===== config.mk =====
export PLATFORM = sky130hd
export DESIGN_NAME = cga_vram_arbiter_flat
export DESIGN_NICKNAME = d
export VERILOG_FILES = /design/src/rtl/cga_vram_arbiter_pkg.sv /design/src/rtl/cga_vram_arbiter_if.sv /design/src/rtl/cga_vram_arbiter_wbuf_fifo.sv /design/src/rtl/cga_vram_arbiter.sv /design/src/flat_wrapper.sv
export SDC_FILE = /design/constraint.sdc
export NUM_CORES = 1
export LEC_CHECK = 0
export ABC_CLOCK_PERIOD_IN_PS = 2300
export BUFFER_PORTS_ARGS = -buffer_cell sky130_fd_sc_hd__buf_2
export CORE_AREA = 2 2 115 117
export CTS_BUF_LIST = sky130_fd_sc_hd__clkbuf_8
export DETAILED_ROUTE_END_ITERATION = 10
export DIE_AREA = 0 0 117 119
export PLACE_DENSITY = 0.84
export SYNTH_ARGS = -nofsm -noshare
export SYNTH_HDL_FRONTEND = slang
export SYNTH_SLANG_ARGS = --single-unit
export TNS_END_PERCENT = 5

===== constraint.sdc =====
create_clock -name clk -period 2.3 [get_ports clk]
set_clock_uncertainty 0.1 [all_clocks]
set_input_delay 0.115 -clock clk [delete_from_list [all_inputs] [get_ports clk]]
set_output_delay 0.115 -clock clk [all_outputs]
set_load 0.005 [all_outputs]

===== src/rtl/cga_vram_arbiter_pkg.sv =====
// Shared types for the CGA video SRAM arbiter.
// FSM states, write-buffer entry and default video page.
package cga_pkg;

  typedef enum logic [1:0] {
    IDLE,
    WR,
    RD_ADDR,
    RD_CAP
  } state_t;

  localparam logic [3:0] VRAM_PAGE_DEF = 4'b0001;

  typedef struct packed {
    logic [14:0] a;
    logic [7:0]  d;
  } wbuf_t;

endpackage


===== src/rtl/cga_vram_arbiter_if.sv =====
// CPU memory bus between the ISA-side decode and the arbiter.
// Strobes are active low and asynchronous to clk.
interface cga_cpu_if;
  logic        cpu_cs;
  logic [14:0] cpu_a;
  logic [7:0]  cpu_d;
  logic        cpu_memr_l;
  logic        cpu_memw_l;
  logic [7:0]  cpu_q;
  logic        cpu_rdy;

  modport master (
    output cpu_cs, cpu_a, cpu_d,
    output cpu_memr_l, cpu_memw_l,
    input  cpu_q, cpu_rdy
  );

  modport slave (
    input  cpu_cs, cpu_a, cpu_d,
    input  cpu_memr_l, cpu_memw_l,
    output cpu_q, cpu_rdy
  );
endinterface


===== src/rtl/cga_vram_arbiter_wbuf_fifo.sv =====
// Posted CPU write buffer: synchronous FIFO of {addr,data}.
// Pushes while full and pops while empty are ignored.
module cga_wbuf_fifo
  import cga_pkg::*;
#(
  parameter int DEPTH = 4
) (
  input  logic                     clk,
  input  logic                     rst_n,
  input  logic                     push,
  input  logic                     pop,
  input  wbuf_t                    din,
  output wbuf_t                    head,
  output logic                     full,
  output logic                     empty,
  output logic [$clog2(DEPTH):0]   count
);
  localparam int AW = $clog2(DEPTH);

  wbuf_t          mem [DEPTH];
  logic [AW-1:0]  wptr;
  logic [AW-1:0]  rptr;
  logic           do_push;
  logic           do_pop;

  assign full    = (count == (AW+1)'(DEPTH));
  assign empty   = (count == '0);
  assign do_push = push && !full;
  assign do_pop  = pop && !empty;
  assign head    = mem[rptr];

  always_ff @(posedge clk) begin
    if (do_push) mem[wptr] <= din;
  end

  always_ff @(posedge clk or negedge rst_n) begin
    if (!rst_n) begin
      wptr  <= '0;
      rptr  <= '0;
      count <= '0;
    end else begin
      if (do_push) wptr <= wptr + 1'b1;
      if (do_pop)  rptr <= rptr + 1'b1;
      unique case ({do_push, do_pop})
        2'b10:   count <= count + 1'b1;
        2'b01:   count <= count - 1'b1;
        default: count <= count;
      endcase
    end
  end
endmodule


===== src/rtl/cga_vram_arbiter.sv =====
// Shares the video SRAM between CGA fetch and CPU cycles.
// Video owns a slot when vid_slot=1; CPU uses the rest.
module cga_vram_arbiter
  import cga_pkg::*;
#(
  parameter int         WBUF_DEPTH = 4,
  parameter logic [3:0] VRAM_PAGE  = VRAM_PAGE_DEF
) (
  input  logic        clk,
  input  logic        rst_n,
  input  logic [18:0] vid_a,
  input  logic        vid_slot,
  output logic [7:0]  vid_d,
  cga_cpu_if.slave    cpu,
  output logic [18:0] sram_a,
  output logic [7:0]  sram_dout,
  input  logic [7:0]  sram_din,
  output logic        sram_we_l,
  output logic        sram_oe_l
);
  localparam int CW = $clog2(WBUF_DEPTH) + 1;

  state_t          state;
  logic [1:0]      rs;
  logic [1:0]      ws;
  logic            rp;
  logic            wp;
  logic            rd_req;
  logic            wr_req;
  logic            rd_pend;
  logic [14:0]     rd_a;
  logic            hold;
  wbuf_t           hold_e;
  logic            rdy;
  logic [7:0]      q;
  logic            push;
  logic            pop;
  wbuf_t           wdin;
  wbuf_t           head;
  logic            full;
  logic            empty;
  logic [CW-1:0]   cnt;
  logic            unused_cnt;
  logic            wr_slot;

  // Sync regs reset to "asserted" so a strobe held through
  // reset never produces a falling edge afterwards.
  always_ff @(posedge clk or negedge rst_n) begin
    if (!rst_n) begin
      rs <= '0;
      ws <= '0;
      rp <= 1'b0;
      wp <= 1'b0;
    end else begin
      rs <= {rs[0], cpu.cpu_memr_l};
      ws <= {ws[0], cpu.cpu_memw_l};
      rp <= rs[1];
      wp <= ws[1];
    end
  end

  assign rd_req = rp && !rs[1] && cpu.cpu_cs;
  assign wr_req = wp && !ws[1] && cpu.cpu_cs;

  assign push = (wr_req && !full) || (hold && !full);
  assign wdin = hold ? hold_e : {cpu.cpu_a, cpu.cpu_d};
  assign wr_slot = (state == WR) && !vid_slot;
  assign pop  = wr_slot;
  assign unused_cnt = ^cnt;

  cga_wbuf_fifo #(
    .DEPTH (WBUF_DEPTH)
  ) u_wbuf (
    .clk   (clk),
    .rst_n (rst_n),
    .push  (push),
    .pop   (pop),
    .din   (wdin),
    .head  (head),
    .full  (full),
    .empty (empty),
    .count (cnt)
  );

  always_ff @(posedge clk or negedge rst_n) begin
    if (!rst_n) begin
      state   <= IDLE;
      rdy     <= 1'b1;
      q       <= '0;
      rd_pend <= 1'b0;
      rd_a    <= '0;
      hold    <= 1'b0;
      hold_e  <= '0;
    end else begin
      if (rd_req) begin
        rd_pend <= 1'b1;
        rd_a    <= cpu.cpu_a;
        rdy     <= 1'b0;
      end
      if (wr_req && full) begin
        hold   <= 1'b1;
        hold_e <= {cpu.cpu_a, cpu.cpu_d};
        rdy    <= 1'b0;
      end
      if (hold && !full) begin
        hold <= 1'b0;
        rdy  <= 1'b1;
      end
      // A video slot aborts a half-done read back to address phase
      if (vid_slot) begin
        if (state == RD_CAP) state <= RD_ADDR;
      end else begin
        unique case (state)
          IDLE: begin
            if (rd_pend && empty) state <= RD_ADDR;
            else if (!empty)      state <= WR;
          end
          WR:      state <= IDLE;
          RD_ADDR: state <= RD_CAP;
          RD_CAP: begin
            q       <= sram_din;
            rdy     <= 1'b1;
            rd_pend <= 1'b0;
            state   <= IDLE;
          end
          default: state <= IDLE;
        endcase
      end
    end
  end

  assign cpu.cpu_q   = q;
  assign cpu.cpu_rdy = rdy;
  assign vid_d       = sram_din;

  always_comb begin
    sram_a = {VRAM_PAGE, rd_a};
    unique case (1'b1)
      vid_slot: sram_a = vid_a;
      wr_slot:  sram_a = {VRAM_PAGE, head.a};
      default:  ;
    endcase
  end

  assign sram_dout = wr_slot ? head.d : 8'h00;
  assign sram_we_l = !wr_slot;
  assign sram_oe_l = wr_slot;
endmodule


===== src/flat_wrapper.sv =====
// flat-port wrapper written by rule: the top's interface ports become plain ports
module cga_vram_arbiter_flat import cga_pkg::*;
#(
  parameter int         WBUF_DEPTH = 4,
  parameter logic [3:0] VRAM_PAGE  = VRAM_PAGE_DEF
)
  (clk, rst_n, vid_a, vid_slot, vid_d, sram_a, sram_dout, sram_din, sram_we_l, sram_oe_l, cpu_cpu_cs, cpu_cpu_a, cpu_cpu_d, cpu_cpu_memr_l, cpu_cpu_memw_l, cpu_cpu_q, cpu_cpu_rdy);
  cga_cpu_if cpu_i ();
  input  logic clk;
  input  logic rst_n;
  input  logic [18:0] vid_a;
  input  logic vid_slot;
  output logic [7:0] vid_d;
  output logic [18:0] sram_a;
  output logic [7:0] sram_dout;
  input  logic [7:0] sram_din;
  output logic sram_we_l;
  output logic sram_oe_l;
  input wire logic [$bits(cpu_i.cpu_cs)-1:0] cpu_cpu_cs;
  input wire logic [$bits(cpu_i.cpu_a)-1:0] cpu_cpu_a;
  input wire logic [$bits(cpu_i.cpu_d)-1:0] cpu_cpu_d;
  input wire logic [$bits(cpu_i.cpu_memr_l)-1:0] cpu_cpu_memr_l;
  input wire logic [$bits(cpu_i.cpu_memw_l)-1:0] cpu_cpu_memw_l;
  output wire logic [$bits(cpu_i.cpu_q)-1:0] cpu_cpu_q;
  output wire logic [$bits(cpu_i.cpu_rdy)-1:0] cpu_cpu_rdy;
  assign cpu_i.cpu_cs = cpu_cpu_cs;
  assign cpu_i.cpu_a = cpu_cpu_a;
  assign cpu_i.cpu_d = cpu_cpu_d;
  assign cpu_i.cpu_memr_l = cpu_cpu_memr_l;
  assign cpu_i.cpu_memw_l = cpu_cpu_memw_l;
  assign cpu_cpu_q = cpu_i.cpu_q;
  assign cpu_cpu_rdy = cpu_i.cpu_rdy;
  cga_vram_arbiter #(.WBUF_DEPTH(WBUF_DEPTH), .VRAM_PAGE(VRAM_PAGE)) u_core (.clk(clk), .rst_n(rst_n), .vid_a(vid_a), .vid_slot(vid_slot), .vid_d(vid_d), .cpu(cpu_i), .sram_a(sram_a), .sram_dout(sram_dout), .sram_din(sram_din), .sram_we_l(sram_we_l), .sram_oe_l(sram_oe_l));
endmodule

==> results.py <==
metrics = {
    "min_path": {
        "whs_path_depth": 4,
        "hp-class": "primary input to flip-flop",
        "worstHoldStart": "cpu_cpu_cs",
        "hold_end": "u_core.hold",
    },
    "route": {
        "wl_per_cell_um": 18.93,
        "routed_wl_um": 13650,
        "drc_errors": 0,
        "vias_per_cell": 5.397,
        "num_vias": 3891,
        "firstDrtPassIters": 5,
        "drt_iter0_drc": 283,
        "antenna_left": 0,
    },
    "critical_path": {
        "crit_arrival_ps": 2450,
        "critical-path-top-delay-family": "simple AND/OR/NAND/NOR gates",
        "worstSetupPathType": "flip-flop to flip-flop",
        "cp_max_fo": 5,
        "timing.rr.end": "u_core.u_wbuf.count[1]",
        "r2r_cells": 5,
        "r2r_setup_slack_ps": 90,
        "critPathLaunch": "u_core.state[0]",
        "critPathBufInv": 0,
        "r2r_start": "u_core.state[0]",
        "startpoint_type": "flip-flop",
        "critPathRequiredTime_ps": 2530,
        "cp-end-kind": "flip-flop",
        "slowest_delay_ps": 500,
        "cp_slowest_cell": "or3b_2",
        "path_cells": "or3b_2, nor2_2, ha_2, fa_1, mux2_2",
    },
    "finish": {
        "diodes": 0,
        "fin_nets": 594,
        "seqCellArea_sq_um": 4367,
        "drive_gt1_share_pct": 47.71,
        "multi_input_area_sq_um": 2049,
        "n_fill_cell": 875,
        "area_growth_pct": 24.73,
    },
    "synthesis": {
        "yosysSeqAreaShare_pct": 65.90,
        "synthesis.nets": 444,
        "ys_types": 38,
        "ys_ff_latch": 156,
        "synth.avg_cell_area_sq_um": 17.34,
        "synthArstFlopShare_pct": 41.03,
        "synth_edf_count": 92,
        "yosys_warnings": 0,
        "synth_flop_cell": "edfxtp_1",
        "synth_area_sq_um": 6624,
        "post_synth_inst_count": 382,
    },
    "floorplanning": {
        "dieWidth_um": 117,
        "rows": 42,
        "dieArea_sq_um": 13920,
        "start_util_pct": 51.45,
        "core_area_sq_um": 12870,
        "ios": 102,
        "die_y_um": 119,
    },
    "sta": {
        "slew_headroom_pct": 64.97,
        "fin_tns_setup_ps": 0,
        "rsz0062_at_grt": "false",
        "setup_violations": 0,
        "fin_crit_sh_pct": 96.18,
        "period_needed_ps": 2212,
        "worst_pin_slew_ps": 525.5,
        "fin_ws_ps": 87.84,
        "fmax_ghz": 0.4520,
        "hold_ws_ps": 27.49,
        "hold_viol": 0,
        "slew_viol_final": 0,
    },
    "power_and_ir_drop": {
        "combPwrFrac_pct": 27.4,
        "vdd_drop_max_uv": 612.6,
        "p_leak_uw": 0.003331,
        "p_clk_share_pct": 29.6,
        "power_uw": 8992,
        "power_density_nw_per_um2": 1088,
        "p_int_uw": 6571,
        "pwr-share-seq_pct": 43.0,
        "power.switching_uw": 2421,
        "p_sw_share_pct": 26.92,
    },
    "grt": {
        "grt_util_all_layers_pct": 20.83,
        "use_met1_pct": 27.10,
        "gr-usage-met2_pct": 33.38,
        "met3_usage_pct": 4.631,
        "grt_pass1_wl_um": 21330,
        "grt_max_degree": 28,
        "grt_overflow_total": 0,
        "busiest_layer": "met2",
        "grt_pass1_vias": 4114,
        "antenna_found_initial": 0,
    },
    "place": {
        "place_ws_ps": 112.3,
        "dp_hpwl_um": 8709,
        "port_buffers": 101,
        "gp_congestion": 0.7374,
    },
    "clock_tree": {
        "cts_tree": "built",
        "cts_buffers": 17,
        "clk_pin_slew_ps": 80,
        "cts_root_buf": "clkbuf_8",
        "cts_max_level": 4,
        "clkLatencyLatePin_ps": 440,
        "numClockSinks": 156,
        "clockBufferDepth": 2,
    },
    "run_status": {
        "outcome": "finished, final reports clean",
    },
    "run": {
        "maxCapViolCount": 0,
    },
}
-- power by group through the flow --
stage | Combinational (uW) | Sequential [uW] | Clock [uW]
finish | 2470 | 3860 | 2660
global route | 2680 | 3920 | 2800
CTS | 2450 | 3880 | 2700
detailed placement | 2370 | 3910 | 0
global placement | 2270 | 3860 | 0
floorplan | 1690 | 3790 | 0
-- through the flow --
| stage | area [sq um] | utilization [%] | cells |
|---|---|---|---|
| global route | 8262 | 64.17 | 721 |
| global placement | 7371 | 57.25 | 654 |
| floorplan | 6624 | - | 382 |
| CTS | 8249 | 64.07 | 720 |
| detailed placement | 7371 | 57.25 | 654 |
| finish | 8262 | 64.17 | 721 |
-- routing by layer --
metal	up-vias	routed length (um)
met5	-	0
met1	1980	5695
met4	0	328
met2	155	6774
li1	1729	-
met3	27	850
-- synthesized netlist by cell type (all sizes together) (2+ instances only) --
master    n  area [sq um]
a21oi    15         75.07
a2bb2oi  15         131.4
and2      7         43.79
buf      20         160.1
clkbuf    8         30.03
dfrtp    63          1577
edfxtp   92          2763
ha        5         62.56
inv       6         22.52
mux2     71         870.8
mux4     23         518.0
nand2    18         67.56
nand2b    2         12.51
nor2      5         18.77
nor2b    11         76.32
or3b      2         20.02
xnor2     3         26.28
xor2      3         26.28
-- flip-flops by register name (all words and copies together), names as in the netlist, 2 cells and up --
signal,cells
u_core.rd_a,15
u_core.u_wbuf.mem,92
u_core.state,2
u_core.u_wbuf.count,3
u_core.cpu.cpu_q,8
u_core.rs,2
u_core.hold_e,23
u_core.ws,2
u_core.u_wbuf.rptr,2
u_core.u_wbuf.wptr,2
-- cell families after synthesis --
family	count (synthesis)	share of synthesized area (%)
flip-flops	156	65.90
multiplexers	94	20.97
AND/OR/NAND/NOR	49	4.061
AO/OA/AOI/OAI	36	3.759
buffers and inverters	35	3.268
XOR/XNOR	6	0.7935
adder cells (fa/ha/maj)	6	1.247
-- cell type report --
cell class	count	share of cell area (%)
clock buffer	18	2.999
inverter	7	0.3180
sequential	156	52.85
tap	176	2.665
multi-input combinational	191	24.81
timing repair buffer	159	12.87
clock inverter	14	3.483
-- worst min-delay path: cells and delay by family --
family                 cells  cell delay (ps)
and+or+nand+nor            3              320
buffers and inverters      1              100
-- worst max path at each step --
stage,cells after the start,to,slack [ps]
6_report,5,u_core.u_wbuf.count[1],90
5_1_grt,5,u_core.u_wbuf.count[1],20
3_5_place_dp,5,u_core.u_wbuf.count[1],110
4_1_cts,5,sram_a[11],20
2_1_floorplan,5,u_core.u_wbuf.count[1],170
3_3_place_gp,5,u_core.u_wbuf.count[1],170
-- placed cells by master (no fill, tap or decap), types with 2 or more instances in the layout --
cell type / instances
mux2_4: 19
edfxtp_1: 92
buf_12: 3
clkinv_4: 2
dlygate4sd3_1: 34
inv_1: 6
a21oi_1: 15
nor2b_1: 10
xor2_1: 3
and2_1: 7
inv_6: 2
ha_1: 4
clkbuf_8: 18
a2bb2oi_1: 15
mux4_2: 23
nand2_1: 18
bufinv_16: 8
xnor2_1: 3
buf_4: 21
buf_2: 101
mux2_2: 52
nor2_1: 4
dfrtp_1: 62
-- repair_timing --
| action | CTS | global route |
|---|---|---|
| hold buffers | 34 | 0 |
| setup endpoints to repair | 3 | 4 |
| resized for setup | 1 | 2 |
| buffers inserted | 0 | 1 |
| pin swaps | 0 | 0 |
| endpoints found under the hold margin | 177 | 0 |
(Power assumes the default switching activity.)
